$ cat src/rtl/mem_ctrl.sv
`default_nettype none
// ============================================================================
// Module      : mem_ctrl
// Description : Arbitrates MEM-stage and IF-fetch requests onto one byte-wide
//               synchronous RAM port. Each 1/2/4-byte access is serialised
//               into per-byte RAM cycles, least significant byte first.
// Ports       :
//   clk, rst                         clock (rising edge), async active-high reset
//   mem_rw_in/addr/len/data          MEM request (01 read, 10 write, else none)
//   if_req_in/if_addr_in             IF request (always a 4-byte read)
//   ram_din_in                       RAM read data, valid the cycle after addr
//   ram_addr_out/dout_out/wr_out     RAM byte port
//   busy_out                         high while reading or writing
//   done_out                         one-cycle completion pulse
//   IF_or_MEM_out                    completion owner: 01 MEM, 10 IF
//   data_out                         read result, unused upper bytes zero
// Revision    : 1.0 - initial release
// ============================================================================
module mem_ctrl #(
  parameter int RAM_ADDR_WIDTH = 17
) (
  input  logic                      clk,
  input  logic                      rst,
  input  logic [1:0]                mem_rw_in,
  input  logic [31:0]               mem_addr_in,
  input  logic [2:0]                mem_len_in,
  input  logic [31:0]               mem_data_in,
  input  logic                      if_req_in,
  input  logic [31:0]               if_addr_in,
  input  logic [7:0]                ram_din_in,
  output logic [RAM_ADDR_WIDTH-1:0] ram_addr_out,
  output logic [7:0]                ram_dout_out,
  output logic                      ram_wr_out,
  output logic                      busy_out,
  output logic                      done_out,
  output logic [1:0]                IF_or_MEM_out,
  output logic [31:0]               data_out
);

  localparam logic [1:0] c_owner_none = 2'b00;
  localparam logic [1:0] c_owner_mem  = 2'b01;
  localparam logic [1:0] c_owner_if   = 2'b10;

  localparam logic [1:0] c_rw_read  = 2'b01;
  localparam logic [1:0] c_rw_write = 2'b10;

  typedef enum logic [1:0] {
    S_IDLE  = 2'd0,
    S_READ  = 2'd1,
    S_WRITE = 2'd2,
    S_DONE  = 2'd3
  } state_t;

  state_t                    r_state;
  // Only the low address bits ever reach the RAM, and carries out of them
  // cannot affect them, so the base is kept at RAM width.
  logic [RAM_ADDR_WIDTH-1:0] r_base;
  logic [2:0]                r_len;    // byte count: 1, 2 or 4
  logic [2:0]                r_cyc;    // index of the current cycle, C1 = 1
  logic [23:0]               r_wbuf;   // store bytes not yet driven, byte1 at [7:0]
  logic [1:0]                r_owner;

  logic                      w_mem_rd;
  logic                      w_mem_wr;
  logic [RAM_ADDR_WIDTH-1:0] w_next_addr;

  assign w_mem_rd    = (mem_rw_in == c_rw_read);
  assign w_mem_wr    = (mem_rw_in == c_rw_write);
  // r_cyc equals the byte offset of the address needed in the next cycle.
  assign w_next_addr = r_base + RAM_ADDR_WIDTH'(r_cyc);

  // Upper request-address bits above the RAM width have no effect.
  generate
    if (RAM_ADDR_WIDTH < 32) begin : g_addr_hi
      logic w_unused_addr_hi;
      assign w_unused_addr_hi = ^{mem_addr_in[31:RAM_ADDR_WIDTH],
                                  if_addr_in[31:RAM_ADDR_WIDTH]};
    end
  endgenerate

  function automatic logic [2:0] f_len_bytes(input logic [2:0] len);
    case (len)
      3'b001:  f_len_bytes = 3'd1;
      3'b010:  f_len_bytes = 3'd2;
      default: f_len_bytes = 3'd4;
    endcase
  endfunction

  always_ff @(posedge clk or posedge rst) begin
    if (rst) begin
      r_state       <= S_IDLE;
      r_base        <= '0;
      r_len         <= 3'd0;
      r_cyc         <= 3'd0;
      r_wbuf        <= 24'd0;
      r_owner       <= c_owner_none;
      ram_addr_out  <= '0;
      ram_dout_out  <= 8'd0;
      ram_wr_out    <= 1'b0;
      busy_out      <= 1'b0;
      done_out      <= 1'b0;
      IF_or_MEM_out <= c_owner_none;
      data_out      <= 32'd0;
    end else begin
      case (r_state)
        S_IDLE: begin
          if (w_mem_rd || w_mem_wr) begin
            // MEM has priority over IF.
            r_base       <= mem_addr_in[RAM_ADDR_WIDTH-1:0];
            r_len        <= f_len_bytes(mem_len_in);
            r_owner      <= c_owner_mem;
            r_cyc        <= 3'd1;
            ram_addr_out <= mem_addr_in[RAM_ADDR_WIDTH-1:0];
            busy_out     <= 1'b1;
            if (w_mem_rd) begin
              r_state    <= S_READ;
              data_out   <= 32'd0;
            end else begin
              r_state      <= S_WRITE;
              ram_wr_out   <= 1'b1;
              ram_dout_out <= mem_data_in[7:0];
              r_wbuf       <= mem_data_in[31:8];
            end
          end else if (if_req_in) begin
            r_base       <= if_addr_in[RAM_ADDR_WIDTH-1:0];
            r_len        <= 3'd4;
            r_owner      <= c_owner_if;
            r_cyc        <= 3'd1;
            ram_addr_out <= if_addr_in[RAM_ADDR_WIDTH-1:0];
            busy_out     <= 1'b1;
            data_out     <= 32'd0;
            r_state      <= S_READ;
          end
        end

        S_READ: begin
          // Data for the address issued in cycle Ck arrives in C(k+1), so
          // the byte captured at the end of cycle r_cyc is byte r_cyc-2.
          case (r_cyc)
            3'd2:    data_out[7:0]   <= ram_din_in;
            3'd3:    data_out[15:8]  <= ram_din_in;
            3'd4:    data_out[23:16] <= ram_din_in;
            3'd5:    data_out[31:24] <= ram_din_in;
            default: ;
          endcase
          if (r_cyc < r_len) begin
            ram_addr_out <= w_next_addr;
          end
          if (r_cyc == r_len + 3'd1) begin
            r_state       <= S_DONE;
            r_cyc         <= 3'd0;
            busy_out      <= 1'b0;
            done_out      <= 1'b1;
            IF_or_MEM_out <= r_owner;
          end else begin
            r_cyc <= r_cyc + 3'd1;
          end
        end

        S_WRITE: begin
          if (r_cyc < r_len) begin
            ram_addr_out <= w_next_addr;
            ram_dout_out <= r_wbuf[7:0];
            r_wbuf       <= {8'd0, r_wbuf[23:8]};
            r_cyc        <= r_cyc + 3'd1;
          end else begin
            r_state       <= S_DONE;
            r_cyc         <= 3'd0;
            r_wbuf        <= 24'd0;
            ram_wr_out    <= 1'b0;
            ram_dout_out  <= 8'd0;
            busy_out      <= 1'b0;
            done_out      <= 1'b1;
            IF_or_MEM_out <= r_owner;
          end
        end

        S_DONE: begin
          // Always pass through IDLE so a held request is sampled afresh.
          done_out      <= 1'b0;
          IF_or_MEM_out <= c_owner_none;
          r_state       <= S_IDLE;
        end

        default: begin
          r_state <= S_IDLE;
        end
      endcase
    end
  end

endmodule
`default_nettype wire
$ cat config.mk
export PLATFORM = sky130hd
export DESIGN_NAME = mem_ctrl
export DESIGN_NICKNAME = d
export VERILOG_FILES = /design/src/rtl/mem_ctrl.sv
export SDC_FILE = /design/constraint.sdc
export NUM_CORES = 1
export LEC_CHECK = 0
export ABC_CLOCK_PERIOD_IN_PS = 5200
export CAP_MARGIN = 25
export CORE_ASPECT_RATIO = 0.7
export CORE_MARGIN = 2
export CORE_UTILIZATION = 47
export DETAILED_ROUTE_END_ITERATION = 12
export PLACE_DENSITY = 0.84
export SYNTH_ARGS = -nofsm -noshare
export SYNTH_HDL_FRONTEND = slang
export SYNTH_SLANG_ARGS = --single-unit
$ cat constraint.sdc
create_clock -name clk -period 5.2 [get_ports clk]
set_clock_uncertainty 0.05 [all_clocks]
set_input_delay 1.3 -clock clk [delete_from_list [all_inputs] [get_ports clk]]
set_output_delay 1.3 -clock clk [all_outputs]
set_load 0.01 [all_outputs]
## Word-level counts from Yosys, hierarchy flattened

Cells that the tools add are included.

| cells by class | value |
|---|---|
| add/sub/neg operators | 3 |
| $lt $le $gt $ge | 1 |
| eq/ne operators | 23 |
| muxes and demuxes | 50 |
| reduce and logical (&&, ||, !) cells | 21 |

Operator list:

| kind | count |
|---|---|
| $mux 32 | 3 |
| $pmux 32 s2 | 1 |
| $mux 8 | 7 |
| $mux 17 | 3 |
| $mux 24 | 2 |
| $pmux 24 s2 | 1 |
| $pmux 17 s2 | 1 |
| $reduce_and 4->1 | 6 |
| $mux 2 | 9 |
| $mux 3 | 6 |
| $add 17x3->17 | 1 |
| $mux 16 | 1 |
| $pmux 8 s2 | 1 |
| $reduce_and 3->1 | 4 |
| $ne 2x1->1 const B | 5 |
| $eq 3x2->1 const B | 3 |
| $pmux 3 s3 | 1 |
| $mux 1 | 8 |
| $ne 2x2->1 const B | 4 |
| $pmux 2 s4 | 1 |
| $reduce_bool 2->1 | 4 |
| $add 3x1->3 const B | 2 |
| $eq 2x2->1 const B | 3 |
| $eq 3x3->1 const B | 2 |
| other kinds (14) | 19 |

| storage, ports and cells | value |
|---|---|
| flip-flop bits (word level) | 113 |
| input bits | 112 |

## Logic depth before layout (Yosys ltp)

Gate-level depths: netlist of run 1.

| logic depth | value |
|---|---|
| depth in word-level cells | 4 |
| depth in mapped cells | 10 |
| gate-level depth less buffers | 7 |

## Least setup slack after synthesis of run 1

Ideal clock, no wire load.

| timing path | value |
|---|---|
| path kind | input to register |
| from | input mem_rw_in[0] |
| to | register data_out[16] |
| library setup time | 125 ps |
| arrival | 2962 ps |
| required time | 5025 ps |
| setup slack | 2063 ps |
| stages | 8 |
| buffers on the path | 1 |
| cells stage by stage | inv_1 > ha_1 > buf_2 > nor2b_4 > nor2_2 > a22oi_2 > a21oi_2 > mux2_2 |

| between the ends | value |
|---|---|
| word-level cells in the longest chain between the ends | 4 |

RTL lines:

| element | line | source |
|---|---|---|
| start, declared | 24 | `input logic [1:0] mem_rw_in,` |
| $eq 2x1->1 or $eq 2x2->1 (tied branches) | 67, 68 |  |
| $logic_or 1x1->1 | 107 | `if (w_mem_rd \|\| w_mem_wr) begin` |
| $ne 3x3->1 (no line) or $mux 32 (tied branches) | -- |  |
| $reduce_and 4->1 (no line) or $pmux 32 s2 (tied branches) | -- |  |
| end signal, assigned | 142 | `3'd4: data_out[23:16] <= ram_din_in;` |
| end, declared | 37 | `output logic [31:0] data_out` |

Several ways; a longest one is shown, not always the timed one.
A chain may end at the register's enable or synchronous reset.

## Final worst setup path of run 1

| timing path | value |
|---|---|
| from | input mem_rw_in[0] |
| to | register data_out[12] |

The elaborated chain is that of the path after synthesis.

==> results by group, run 1 <==
Run status
  • Run status: finished clean

Timing
  • Achievable Freq: 278 MHz
  • Hold Slack: 0.427 ns
  • Min Clock Period, post-route: 3.60 ns
  • Final hold vios: 0
  • Setup_tns: 0 ns
  • RSZ-0062 raised after global routing: no
  • Final period util: 69.1%
  • Final Max Tran Viols: 0
  • Max_slew headroom: 57.4%
  • Worst slew pin tran: 0.636 ns
  • Final setup viols: 0

Flow run
  • MaxCap Viol Count: 0

Clock network
  • Clock slew at reported path FFs: 0.05 ns
  • # hold bufs at CTS: 0
  • CTS root buffer: clkbuf_16
  • CTS resizes: 0
  • CTS buffer count: 17
  • Setup bufs post-CTS: 0
  • Htree depth: 4
  • Longest Clk Path Bufs: 2
  • CTS sink count: 113
  • Skew-Pair Late Insertion Delay: 0.41 ns
  • CTS tree: built

Route
  • Vias per inst: 5.38
  • Detail Route Antenna Nets: 0
  • DR iter-0 viols: 281
  • DR pass1 iterations: 4
  • Vias: 4516
  • Avg WL per Cell: 16.9 um
  • DRC: 0
  • Final wirelength: 14200 um

Floorplanning
  • Row count: 33
  • DIE HEIGHT: 94.9 um
  • Ports: 174
  • Initial Utilization: 47.8%
  • Chip Width: 134 um
  • Total Die Area: 0.0127 mm^2
  • Core area: 0.0116 mm^2

Logic synthesis
  • Post-synthesis sequential area ratio: 51.0%
  • Synth Warn #: 0
  • Syn_nets: 660
  • Multiplexer share of the synthesized area: 9.67%
  • Synth unique cells: 50
  • Synthesized area: 0.00555 mm^2
  • Synth Instances: 528
  • Synth Area in Simple Gates: 12.5%
  • Post-Synth Adder-Cell Area: 4.64%
  • Most used DFF post-synth: dfrtp_1
  • Compound-gate portion of the synthesized area: 16.0%
  • Number of synthesized flops with an enable pin: 0
  • Largest family of logic cells by synthesized area: compound AO/OA/AOI/OAI gates
  • FFs w/ async S/R, synth: 100%
  • Syn_area_per_cell: 10.5 um^2
  • Synth Area in XOR/XNOR: 2.80%
  • #FFs+latches synth: 113

Setup path
  • Required time of the critical path: 5.44 ns
  • Worst R2R End: data_out[12]$_DFFE_PP0P_
  • Critical path capture point type: flop
  • Critical R2R Launch: r_state[0]$_DFFE_PP0P_
  • Crit path from: mem_rw_in[0]
  • CP arrival: 3.84 ns
  • CP cell instances: clkdlybuf4s50_1 -> inv_1 -> ha_1 -> nor2b_4 -> nor2_2 -> a22oi_2 -> a21oi_2 -> mux2_2
  • Worst Path Max Fanout: 10
  • Reg2reg setup slack: 2.30 ns
  • Register-to-Register Path Depth: 7
  • Critical Path Source Type: input pin
  • Slowest CP cell: a21oi_2
  • Slowest Stage Delay on Critical Path: 0.50 ns
  • CP bufs+invs: 2
  • Worst Setup Path Type: in -> reg
  • Top Family by Delay on Critical Path: compound AO/OA/AOI/OAI gates

GRT
  • Number of global-route vias before repair: 4491
  • GRT Total Usage: 23.4%
  • Largest net degree at the start of global routing: 58
  • Initial antenna violation count: 0
  • Grt ovf: 0
  • Global-route wire length before repair: 22900 um

Placed design
  • Port-buffer cells: 143
  • Post-Place Cells: 807
  • Final HPWL DP: 10000 um
  • Placer congestion estimate: 0.797

Cells and area
  • Final Non-Filler Cells: 840
  • Synthesis-to-finish area growth: 38.9%
  • Layout cells sized above 1: 13.0%
  • Nets: 802
  • FILL cells: 910
  • Antenna cells: 0

Power
  • Peak VDD IR: 0.000316 V
  • LEAKAGE: 3.44 nW
  • Pwr Total: 0.00487 W
  • Pwr per Cell Area: 631 mW/mm^2

Hold path
  • Worst hold path class: reg -> reg
  • Hold path depth: 2
  • Hold path start: r_owner[0]$_DFFE_PP0P_
  • Hold Path Sink: r_owner[0]$_DFFE_PP0P_
[power breakdown]
group	internal [W]	leakage (nW)	switching [W]
registers	0.00129	1.44	0.000272
logic	0.00104	1.72	0.00118
clock network	0.000687	0.274	0.000397
total	0.00302	3.44	0.00185
[metrics by stage]
stage               area, um^2  utilization [%]  setup slack (ns)
floorplan                 5550                -             0.863
global placement          7120             61.4              1.29
detailed placement        7130             61.5              1.19
CTS                       7690             66.3              1.61
global route              7710             66.4              1.44
finish                    7710             66.4              1.60
[registers in the layout, summed over array words and instances, names as in the netlist]
register	cells
ram_wr_out	1
r_wbuf	24
done_out	1
r_cyc	3
r_owner	2
r_len	3
ram_addr_out	17
r_state	2
r_base	17
busy_out	1
IF_or_MEM_out	2
data_out	32
ram_dout_out	8
[cell type report]
cell class                      instances  area [um^2]  share of cell area [%]
Multi-Input combinational cell        369         2550                    33.1
Timing Repair Buffer                  151         1510                    19.5
Inverter                               18         70.1                   0.909
Clock buffer                           21          470                    6.10
Tap cell                              157          196                    2.55
Clock inverter                         11         87.6                    1.14
Sequential cell                       113         2830                    36.7
[layer usage]
layer	global-route usage, %	wire [um]	share of wire [%]
met5	0	0	0
met4	9.04	218	1.5
met3	8.80	1140	8.0
met2	34.7	6330	45
met1	31.2	6490	46
[cells in the mapped netlist, types with 4 or more instances]
cell      count  area share, %
nand4_1       4           0.45
buf_2         8           0.72
nor2b_1      23            2.6
a21oi_1      16            1.4
nor2_1       12           0.81
a31oi_1      23            2.6
and2_1        8           0.90
ha_1         19            4.3
nand2b_1      5           0.56
nand2_1      72            4.9
xor2_1        9            1.4
o21ai_0      53            4.8
a21o_1        7           0.95
mux2_2       37            7.5
clkbuf_1     17            1.1
a22oi_1       7           0.95
dfrtp_1     113             51
a22o_1       11            1.7
nand3_1       6           0.54
xnor2_1       6           0.95
mux2i_1      12            2.2
inv_1        17            1.1
[worst min-delay path, cell delays in order (launching register included)]
cell and delay [ns]:
dfrtp_1 0.34, nand2_1 0.05, nand2_1 0.05
[logic make-up after synthesis]
family | Yosys count
compound gates | 140
xor+xnor | 16
fa+ha+maj | 20
buf+inv | 46
flops | 113
mux | 49
simple gates | 144
[cell usage in the layout, fill, tap and decap left out, drive strengths merged, types with 9 or more instances in the layout]
cell,instances
ha,19
clkdlybuf4s50,143
inv,17
mux2i,12
mux2,37
a31oi,23
nor2b,24
a22o,11
xor2,9
nand2,72
dfrtp,113
clkbuf,21
a21oi,19
o21ai,54
nor2,13
[worst max-delay path by stage]
| stage | slack [ns] | to | cells after the start |
|---|---|---|---|
| 4_1_cts | 1.61 | data_out[12]$_DFFE_PP0P_ | 8 |
| 5_1_grt | 1.44 | data_out[12]$_DFFE_PP0P_ | 8 |
| 2_1_floorplan | 0.86 | IF_or_MEM_out[0]$_DFFE_PP0P_ | 1 |
| 6_report | 1.60 | data_out[12]$_DFFE_PP0P_ | 8 |
| 3_3_place_gp | 1.29 | data_out[23]$_DFFE_PP0P_ | 8 |
| 3_5_place_dp | 1.19 | data_out[12]$_DFFE_PP0P_ | 8 |
Note: power is estimated with default switching activity, not from simulation.
==> run 2, diff against run 1 <==
--- a/config.mk
+++ b/config.mk
@@ -5,7 +5,7 @@
 export SDC_FILE = /design/constraint.sdc
 export NUM_CORES = 1
 export LEC_CHECK = 0
-export ABC_CLOCK_PERIOD_IN_PS = 5200
+export ABC_CLOCK_PERIOD_IN_PS = 3600
 export CAP_MARGIN = 25
 export CORE_ASPECT_RATIO = 0.7
 export CORE_MARGIN = 2
==> constraint.sdc (replaced) <==
create_clock -name clk -period 3.6 [get_ports clk]
set_clock_uncertainty 0.05 [all_clocks]
set_input_delay 0.9 -clock clk [delete_from_list [all_inputs] [get_ports clk]]
set_output_delay 0.9 -clock clk [all_outputs]
set_load 0.01 [all_outputs]
==> results by group, run 2 (synthesis results as in run 1) <==
Run status
  • Run status: finished clean

Clock network
  • Htree depth: 4
  • CTS resizes: 0
  • CTS root buffer: clkbuf_16
  • Setup bufs post-CTS: 0
  • Skew-Pair Late Insertion Delay: 0.40 ns
  • # hold bufs at CTS: 0
  • Longest Clk Path Bufs: 2
  • Clock slew at reported path FFs: 0.05 ns
  • CTS tree: built
  • CTS sink count: 113
  • CTS buffer count: 17

Timing
  • RSZ-0062 raised after global routing: no
  • Max_slew headroom: 56.9%
  • Final period util: 80.3%
  • Worst slew pin tran: 0.644 ns
  • Final setup viols: 0
  • Min Clock Period, post-route: 2.89 ns
  • Final hold vios: 0
  • Setup_tns: 0 ns
  • Final critical-path setup slack: 0.709 ns
  • Hold Slack: 0.429 ns
  • Achievable Freq: 346 MHz
  • Final Max Tran Viols: 0

Cells and area
  • Top flop regs: data_out (32), r_wbuf (24)
  • Layout cells sized above 1: 13.5%
  • Final core utilization: 67.4%
  • Antenna cells: 0
  • Top reg by flops: data_out
  • Synthesis-to-finish area growth: 40.9%
  • Max reg flops: 32
  • Most frequent cells in the layout: clkdlybuf4s50_1 (143), dfrtp_1 (113), nand2_1 (72), o21ai_0 (53), mux2_2 (37)
  • Commonest non-fill, non-tap cell in the layout: clkdlybuf4s50_1
  • Nets: 807

Power
  • Pwr Total: 0.00727 W
  • LEAKAGE: 3.50 nW
  • Peak VDD IR: 0.000584 V
  • Gate power share: 44.8%
  • Pwr per Cell Area: 930 mW/mm^2
  • Clock power frac: 24.2%
  • Cell Int Power: 0.00460 W
  • NetSw: 0.00267 W
  • Switching share of power: 36.8%
  • Sequential power share: 31.0%

Setup path
  • Critical R2R Launch: r_state[0]$_DFFE_PP0P_
  • Critical Path Source Type: input pin
  • Slowest Stage Delay on Critical Path: 0.49 ns
  • Worst R2R End: data_out[0]$_DFFE_PP0P_
  • Critical path capture point type: flop
  • CP cell instances: clkdlybuf4s50_1 -> inv_1 -> ha_1 -> nor2b_4 -> a21oi_1 -> nand3_1 -> o221a_2
  • Required time of the critical path: 3.84 ns
  • Reg2reg setup slack: 1.14 ns
  • CP arrival: 3.13 ns
  • Worst Path Max Fanout: 9
  • Worst Setup Path Type: in -> reg
  • Slowest CP cell: clkdlybuf4s50_1
  • Register-to-Register Path Depth: 6

Floorplanning
  • Core area: 0.0116 mm^2
  • DIE HEIGHT: 94.9 um
  • Ports: 174
  • Total Die Area: 0.0127 mm^2
  • Initial Utilization: 47.8%
  • Row count: 33
  • Chip Width: 134 um

Route
  • Vias per inst: 5.39
  • DR pass1 iterations: 4
  • Detail Route Antenna Nets: 0
  • DR iter-0 viols: 315
  • Vias: 4554
  • DRC: 0
  • Avg WL per Cell: 16.7 um
  • Final wirelength: 14200 um

Hold path
  • Hold Path Sink: ram_addr_out[0]$_DFFE_PP0P_
  • Hold path start: ram_addr_out[0]$_DFFE_PP0P_
  • Hold path depth: 2
  • Worst hold path class: reg -> reg

Placed design
  • Dpl ws: 0.313 ns
  • Port-buffer cells: 143
  • Final HPWL DP: 9860 um
  • Placer congestion estimate: 0.798

Flow run
  • MaxCap Viol Count: 0

GRT
  • Met1 Track Usage GR: 30.3%
  • GR peak layer: met2
  • Number of global-route vias before repair: 4633
  • Grt ovf: 0
  • Initial antenna violation count: 0
  • Met2 Track Usage GR: 35.4%
  • Global-route wire length before repair: 22800 um
  • Met3 usage: 9.34%
  • Largest net degree at the start of global routing: 68
  • GRT Total Usage: 23.1%
==> run 2: changes by cell type in the layout (fill, tap and decap cells not counted), sizes merged <==
cell / delta
buf: +5
bufinv: +3
clkinv: -2
inv: -1
==> run 2: worst max-delay path by stage <==
stage / from / to / slack, ns / depth (start not counted)
2_1_floorplan: mem_rw_in[0] / data_out[16]$_DFFE_PP0P_ / 0.86 / 8
3_3_place_gp: mem_rw_in[0] / data_out[0]$_DFFE_PP0P_ / 0.39 / 8
3_5_place_dp: mem_rw_in[0] / data_out[0]$_DFFE_PP0P_ / 0.31 / 8
4_1_cts: mem_rw_in[0] / data_out[0]$_DFFE_PP0P_ / 0.73 / 8
5_1_grt: mem_rw_in[0] / data_out[1]$_DFFE_PP0P_ / 0.61 / 8
6_report: mem_rw_in[0] / ram_addr_out[10]$_DFFE_PP0P_ / 0.71 / 7
==> run 2: area by class of cell <==
class | count | area (um^2)
Multi-Input combinational cell | 369 | 2550
Timing Repair Buffer | 156 | 1550
Tap cell | 157 | 196
Clock buffer | 21 | 460
Sequential cell | 113 | 2830
Fill cell | 852 | 3780
Clock inverter | 11 | 160
Inverter | 18 | 71.3
==> run 2: critical path: cells and delay by family <==
kind	cells	cell delay, ns
buffers and inverters	2	0.56
and+or+nand+nor	2	0.58
adders and majority gates	1	0.34
AOI/OAI and AO/OA	2	0.76
==> run 2: through the flow <==
| stage | instance area (um^2) | std cells |
|---|---|---|
| after floorplan | 5550 | 528 |
| after global placement | 7200 | 813 |
| after detailed placement | 7200 | 813 |
| after CTS | 7820 | 845 |
| after global routing | 7820 | 845 |
| final | 7820 | 845 |
==> run 2: layer usage <==
layer | wire length [um] | share of wire [%]
met5 | 0 | 0
met4 | 171 | 1.2
met3 | 1290 | 9.1
met2 | 6390 | 45
met1 | 6310 | 45
==> run 2: power groups by stage <==
| stage | logic [W] | clock network [W] | registers (W) |
|---|---|---|---|
| floorplan | 0.00187 | 0 | 0.00231 |
| global placement | 0.00313 | 0 | 0.00222 |
| detailed placement | 0.00324 | 0 | 0.00226 |
| CTS | 0.00327 | 0.00178 | 0.00225 |
| global route | 0.00357 | 0.00185 | 0.00233 |
| finish | 0.00326 | 0.00176 | 0.00226 |
==> run 3, diff against run 2 <==
--- a/config.mk
+++ b/config.mk
@@ -5,7 +5,7 @@
 export SDC_FILE = /design/constraint.sdc
 export NUM_CORES = 1
 export LEC_CHECK = 0
-export ABC_CLOCK_PERIOD_IN_PS = 3600
+export ABC_CLOCK_PERIOD_IN_PS = 2700
 export CAP_MARGIN = 25
 export CORE_ASPECT_RATIO = 0.7
 export CORE_MARGIN = 2
==> constraint.sdc (replaced) <==
create_clock -name clk -period 2.7 [get_ports clk]
set_clock_uncertainty 0.05 [all_clocks]
set_input_delay 0.675 -clock clk [delete_from_list [all_inputs] [get_ports clk]]
set_output_delay 0.675 -clock clk [all_outputs]
set_load 0.01 [all_outputs]
==> results by group, run 3 (synthesis results as in run 1) <==
Timing
  • Final setup viols: 0
  • Final Max Tran Viols: 0
  • Achievable Freq: 402 MHz
  • Final period util: 92.2%
  • RSZ-0062 raised after global routing: no
  • Setup_tns: 0 ns
  • Worst slew pin tran: 0.575 ns
  • Final hold vios: 0
  • Min Clock Period, post-route: 2.49 ns
  • Max_slew headroom: 61.6%

Clock network
  • CTS resizes: 0
  • Htree depth: 4
  • CTS root buffer: clkbuf_16
  • Skew-Pair Late Insertion Delay: 0.40 ns
  • CTS sink count: 113
  • CTS tree: built
  • # hold bufs at CTS: 0
  • Setup bufs post-CTS: 0
  • Clock slew at reported path FFs: 0.06 ns
  • Longest Clk Path Bufs: 2
  • CTS buffer count: 17

Cells and area
  • Final Non-Filler Cells: 864
  • Top flop regs: data_out (32), r_wbuf (24)
  • Max reg flops: 32
  • Synthesis-to-finish area growth: 45.2%
  • Final core utilization: 69.4%
  • Top reg by flops: data_out
  • Antenna cells: 0
  • Most frequent cells in the layout: clkdlybuf4s50_1 (143), dfrtp_1 (113), nand2_1 (72), o21ai_0 (53), mux2_2 (37)
  • Commonest non-fill, non-tap cell in the layout: clkdlybuf4s50_1
  • Nets: 826
  • Post-route cell area: 0.00806 mm^2
  • Layout cells sized above 1: 16.1%

Floorplanning
  • Ports: 174
  • Core area: 0.0116 mm^2
  • Row count: 33
  • Total Die Area: 0.0127 mm^2
  • DIE HEIGHT: 94.9 um
  • Chip Width: 134 um
  • Initial Utilization: 47.8%

Placed design
  • Instance area after placement: 0.00743 mm^2
  • Post-Place Cells: 832
  • Port-buffer cells: 143
  • Final HPWL DP: 10400 um
  • Placer congestion estimate: 0.800

Flow run
  • MaxCap Viol Count: 0

Route
  • Vias per inst: 5.29
  • DR iter-0 viols: 252
  • DRC: 0
  • Final wirelength: 14600 um
  • DR pass1 iterations: 4
  • Vias: 4571
  • Avg WL per Cell: 16.9 um
  • Detail Route Antenna Nets: 0

Setup path
  • Critical Path Source Type: flop
  • Worst Path Max Fanout: 7
  • CP arrival: 2.74 ns
  • Required time of the critical path: 2.95 ns
  • Register-to-Register Path Depth: 7
  • Worst Setup Path Type: reg -> reg
  • Critical path capture point type: flop

Power
  • NetSw: 0.00369 W
  • Sequential power share: 29.8%
  • Cell Int Power: 0.00642 W
  • Pwr per Cell Area: 1260 mW/mm^2
  • Peak VDD IR: 0.000745 V
  • Switching share of power: 36.5%
  • Clock power frac: 23.4%
  • LEAKAGE: 3.60 nW
  • Gate power share: 46.9%

GRT
  • Initial antenna violation count: 0
  • Number of global-route vias before repair: 4648
  • Largest net degree at the start of global routing: 49
  • Global-route wire length before repair: 23800 um
  • GRT Total Usage: 24.2%
  • Grt ovf: 0

Hold path
  • Hold path depth: 2
  • Worst hold path class: reg -> reg

Run status
  • Run status: finished clean
run 3: cell types whose count changed in the layout (fill, tap and decap cells not counted):
cell,before,now
buf_12,2,9
buf_4,11,23
clkbuf_1,2,0
clkbuf_8,2,1
clkinv_2,5,3
clkinv_4,0,1
clkinvlp_4,3,7
run 3: power groups by stage:
stage               Combinational [W]  Clock, W  Sequential (W)
floorplan                     0.00250         0         0.00308
global placement              0.00454         0         0.00296
detailed placement            0.00471         0         0.00302
CTS                           0.00477   0.00239         0.00301
global route                  0.00519   0.00247         0.00311
finish                        0.00474   0.00236         0.00301
run 3: path summary, 6_finish.rpt:
check / to / start / slack, ns
max: ram_addr_out[12]$_DFFE_PP0P_ / r_cyc[0]$_DFFE_PP0P_ / 0.21
min: ram_addr_out[2]$_DFFE_PP0P_ / ram_addr_out[2]$_DFFE_PP0P_ / 0.43
max reg2reg: ram_addr_out[12]$_DFFE_PP0P_ / r_cyc[0]$_DFFE_PP0P_ / 0.21
min reg2reg: ram_addr_out[2]$_DFFE_PP0P_ / ram_addr_out[2]$_DFFE_PP0P_ / 0.43
max in group asynchronous: ram_dout_out[0]$_DFFE_PP0P_ / rst / 1.45
min in group asynchronous: ram_dout_out[7]$_DFFE_PP0P_ / rst / 0.60
run 3: final cells by class:
type | instances | area (um^2)
Timing Repair Buffer | 175 | 1780
Fill cell | 833 | 3550
Tap cell | 157 | 196
Multi-Input combinational cell | 369 | 2550
Clock buffer | 18 | 439
Inverter | 18 | 71.3
Clock inverter | 14 | 189
Sequential cell | 113 | 2830
run 3: layer usage:
layer | wire length (um) | GRT usage (%) | share of wire (%)
met5 | 0 | 0 | 0
met4 | 146 | 6.83 | 1.0
met3 | 1260 | 8.75 | 8.6
met2 | 6920 | 39.0 | 47
met1 | 6320 | 31.1 | 43
run 3: critical path, cell delays in order (launching register included):
cell and delay (ns):
dfrtp_1 0.48, ha_1 0.28, fa_1 0.24, a21o_1 0.27
nor3b_1 0.53, nand2_1 0.14, xor2_1 0.17, o21ai_0 0.22
run 3: per-stage QoR:
stage	power, W	hold WS [ns]	setup slack (ns)
global placement	0.00750	0.408	-0.117
CTS	0.0102	0.430	0.268
detailed placement	0.00773	0.417	-0.147
finish	0.0101	0.426	0.211
floorplan	0.00558	0.396	0.188
global route	0.0108	0.446	0.0978
==> RTL change 1: new RTL, config.mk and constraints of run 3 <==
The parameter `RAM_ADDR_WIDTH` goes from 17 to 15.
--- a/src/rtl/mem_ctrl.sv
+++ b/src/rtl/mem_ctrl.sv
@@ -17,7 +17,7 @@
 // Revision    : 1.0 - initial release
 // ============================================================================
 module mem_ctrl #(
-  parameter int RAM_ADDR_WIDTH = 17
+  parameter int RAM_ADDR_WIDTH = 15
 ) (
   input  logic                      clk,
   input  logic                      rst,
Interface: changed (resized ram_addr_out); port bits go from 174 to 172. No check against the original RTL was run, so the function may have changed too.
==> RTL change 1 against run 3 <==
Cell count decreased by 6.9%. Total power decreased by 19%. Area after synthesis decreased by 3.7%. Wire length decreased by 12%. Synthesized cell count decreased by 5.5%. Register-to-register slack improved by 250 ps. First-iteration DRC count decreased by 31%. Die area decreased by 3.6%. Via count decreased by 6.1%. Final area decreased by 9.1%. Setup slack got worse by 99 ps. Sequential cell count decreased by 4. Highest routed layer unchanged.
==> RTL change 1: results (changes against run 3) <==
hold_start: "ram_addr_out[0]"
multi_input_cells: 350  # -5.1%
route.met2.wl_um: 6022  # -13%
initialDrtViolationCount: 175  # -31%
tightest_slew_ps: 685.5  # +110.6 ps
r2r_slack_ps: 460  # +250 ps
place_congestion: 0.8188  # +2.3%
buffer_area_frac: 0.2165  # -0.004992
grt_util_all_layers: 0.2129  # -0.02924
final_core_util: 0.6627  # -0.03168
final_nets: 780  # -5.6%
internal-power_mw: 5.055  # -21%
grt_pass1_vias: 4270  # -8.1%
max_freq_mhz: 386.4  # -3.8%
min_to: "ram_addr_out[0]"
cpPeakStageDelay_ps: 510  # -20 ps
num-fill-cells: 839  # +0.72%
slowest_stage: "clkdlybuf4s50_1"
hpwl_um: 9421  # -9.4%
final.hold.worst_slack_ps: 426.4  # +0.5390 ps
reg2regPathDepth: 8  # +1
status: "completed"
netlist_top_cells_count: "dfrtp_1 (109), nand2_1 (63), o21ai_0 (56), mux2_2 (36), a31oi_1 (25)"
arrival_ps: 2760  # +20 ps
portBuffers: 137  # -4.2%
grt_max_degree: 61  # +24%
use_met3: 0.05528  # -0.03221
cts_made_buffers: 9  # -8
power_frac_seq: 0.337  # +0.039
crit_start: "mem_rw_in[0]"
place_inst: 788  # -5.3%
grt_pass1_wl_um: 21020  # -12%
multiInputGateArea_mm2: 0.002469  # -3.1%
avgRoutedWirePerCell_um: 16.01  # -5.5%
pg_clk_mw: 1.27  # -46%
routed_via_density: 5.336  # +0.86%
clock_area_frac: 0.03861  # -0.03935
place_ws_ps: -247.7  # -100.7 ps
htreeDepth: 3  # -1
wl_met3_um: 650  # -48%
clock_buffers: 11  # -7
crit_end: "data_out[17]"
yosysSeqAreaShare: 0.5104  # +0.0008362
seq_share: 0.3725  # +0.02147
synth.avg_cell_area_um2: 10.71  # +1.9%
cellLeakagePower_nw: 3.272  # -9.2%
place_area_mm2: 0.007028  # -5.4%
cts_post_setup_buffers_inserted: 0  # unchanged
path_max_fanout: 8  # +1
grt_util_met2: 0.3429  # -0.04681
gr-usage-met1: 0.2900  # -0.02130
cp_top_family: "buffers and inverters"
p_sw_frac: 0.3836  # +0.01859
r2r-end: "ram_addr_out[8]"
num-nonclk-inverters: 17  # -1
syn_nets: 632  # -4.2%
syn_inst: 499  # -5.5%
## RTL change 1: cell count changes after synthesis, moves of 4 or more
cell	before	now
a21o_1	7	2
mux2i_1	12	16
a22oi_1	7	2
nor2_1	12	6
xor2_1	9	13
xnor2_1	6	1
nand2_1	72	63
dfrtp_1	113	109
## RTL change 1: logic make-up (layout without fill, tap and decap cells)
kind of cell               after synthesis  count (layout)  share of synthesized area
AOI/OAI and AO/OA                      129             130                     0.1508
xor gates and xnor gates                15              15                    0.02739
adders and majority gates               21              21                    0.05057
buffers and inverters                   41             192                    0.03137
DFF                                    109             109                     0.5104
muxes                                   53              53                     0.1079
and+or+nand+nor                        131             131                     0.1215
## RTL change 1: timing repair
action | in CTS | in global routing
hold buffers | 0 | 0
endpoints found under the setup margin | 0 | 3
gates resized for setup | 0 | 1
endpoints found under the hold margin | 0 | 0
==> RTL change 2: new RTL, settings of run 3 <==
Without the edit above. Re-encode `state_t` (4 states) as one-hot, 4 bits wide.
--- a/src/rtl/mem_ctrl.sv
+++ b/src/rtl/mem_ctrl.sv
@@ -44,11 +44,11 @@
   localparam logic [1:0] c_rw_read  = 2'b01;
   localparam logic [1:0] c_rw_write = 2'b10;
 
-  typedef enum logic [1:0] {
-    S_IDLE  = 2'd0,
-    S_READ  = 2'd1,
-    S_WRITE = 2'd2,
-    S_DONE  = 2'd3
+  typedef enum logic [3:0] {
+    S_IDLE  = 4'b0001,
+    S_READ  = 4'b0010,
+    S_WRITE = 4'b0100,
+    S_DONE  = 4'b1000
   } state_t;
 
   state_t                    r_state;
Function: no difference found for any inputs over 4 cycles, from zero or initial values and one cycle with rst high; so few cycles prove little.
==> RTL change 2 against run 3 <==
Total power down 12%. Area after synthesis down 0.32%. Critical path depth is 1 higher. Sequential cell count rose by 2. Wire length fell by 6.4%. Sequential power about the same. Final area shrank 2.8%. Worst hold slack improved by 12 ps. Setup slack worse by 62 ps.
==> RTL change 2: results (changes against run 3) <==
relSlewSlack: 0.5586  # -0.05732
status: "completed"
power_frac_seq: 0.337  # +0.039
p_sw_frac: 0.3513  # -0.01366
place_congestion: 0.8110  # +1.3%
r2r_slack_ps: 240  # +30 ps
syn_nets: 642  # -2.7%
synth_area_leaders: "dfrtp_1 (52%), mux2i_1 (6.9%), nand2_1 (5.2%), ha_1 (3.4%), o22ai_1 (3.3%)"
crit_start: "mem_rw_in[0]"
cts_post_setup_buffers_inserted: 0  # unchanged
synthAdderAreaFrac: 0.03755  # -0.008901
hold_class: "flip-flop to flip-flop"
crit_end: "r_wbuf[13]"
synthDistinctLibCells: 47  # -6.0%
wl_met3_um: 718  # -43%
hpwl_um: 9553  # -8.1%
hold_start: "data_out[26]"
met1_length_um: 6359  # +0.68%
wl_um: 13700  # -6.4%
use_met3: 0.04616  # -0.04133
cp_top_family: "buffers and inverters"
initialDrtViolationCount: 314  # +25%
grt_pass1_wl_um: 22580  # -5.0%
min_to: "data_out[26]"
yosysSeqAreaShare: 0.5205  # +0.01089
netlist_top_cells_count: "dfrtp_1 (114), nand2_1 (76), mux2i_1 (38), o22ai_1 (29), a21oi_1 (26)"
cts_root_buf: "clkbuf_16"
synth_flop_cell: "dfrtp_1"
drt-pass1-iter-count: 5  # +1
cpPeakStageDelay_ps: 500  # -30 ps
switching_power_mw: 3.144  # -15%
gr-usage-met1: 0.3081  # -0.003246
drive_gt1_frac: 0.1081  # -0.05310
grt_pass1_vias: 4546  # -2.2%
final_nets: 790  # -4.4%
grt_util_all_layers: 0.2287  # -0.01343
ir_worst_vdd_mv: 0.6422  # -14%
hold_viol_final: 0  # unchanged
path_clk_slew_ps: 50
grt_max_degree: 71  # +45%
r2r-end: "data_out[24]"
arrival_ps: 2760  # +20 ps
grt_util_met2: 0.3698  # -0.01990
synth_mux_area_frac: 0.1237  # +0.02700
power_frac_comb: 0.407  # -0.062
reg2reg_from: "r_state[0]"
route.met2.wl_um: 6470  # -6.5%
synth_compound_area_frac: 0.1321  # -0.02754
routed_via_density: 5.363  # +1.4%
synth_xor_area_frac: 0.03167  # +0.003708
hold_path_depth: 1  # -1
path_max_fanout: 24  # +17
cellLeakagePower_nw: 3.467  # -3.8%
## RTL change 2: layout make-up
cell class | count | area [µm²]
clock buffers | 20 | 456.7
clock inverters | 12 | 155.1
fillers | 842 | 3775
inverters | 15 | 60.06
multi-input cells | 354 | 2454
flip-flops and latches | 115 | 2879
well taps | 157 | 196.4
repair buffers | 159 | 1627
## RTL change 2: logic make-up (layout without fill, tap and decap cells)
| family | after synthesis | after routing |
|---|---|---|
| compound gates | 115 | 115 |
| xor+xnor | 20 | 20 |
| fa+ha+maj | 16 | 16 |
| buf+inv | 45 | 206 |
| flops | 115 | 115 |
| mux | 65 | 65 |
| simple gates | 138 | 138 |
## RTL change 2: metrics by stage
step                cells  setup slack (ps)  hold slack [ps]  utilization  cell area [µm²]
finish                832             149.3            438.3       0.6746             7828
global route          832             50.81            456.6       0.6746             7828
CTS                   832             93.98            439.7       0.6743             7824
detailed placement    800            -360.4            427.8       0.6216             7212
global placement      800            -241.7            411.7       0.6216             7212
floorplan             514             247.6            397.8            -             5535
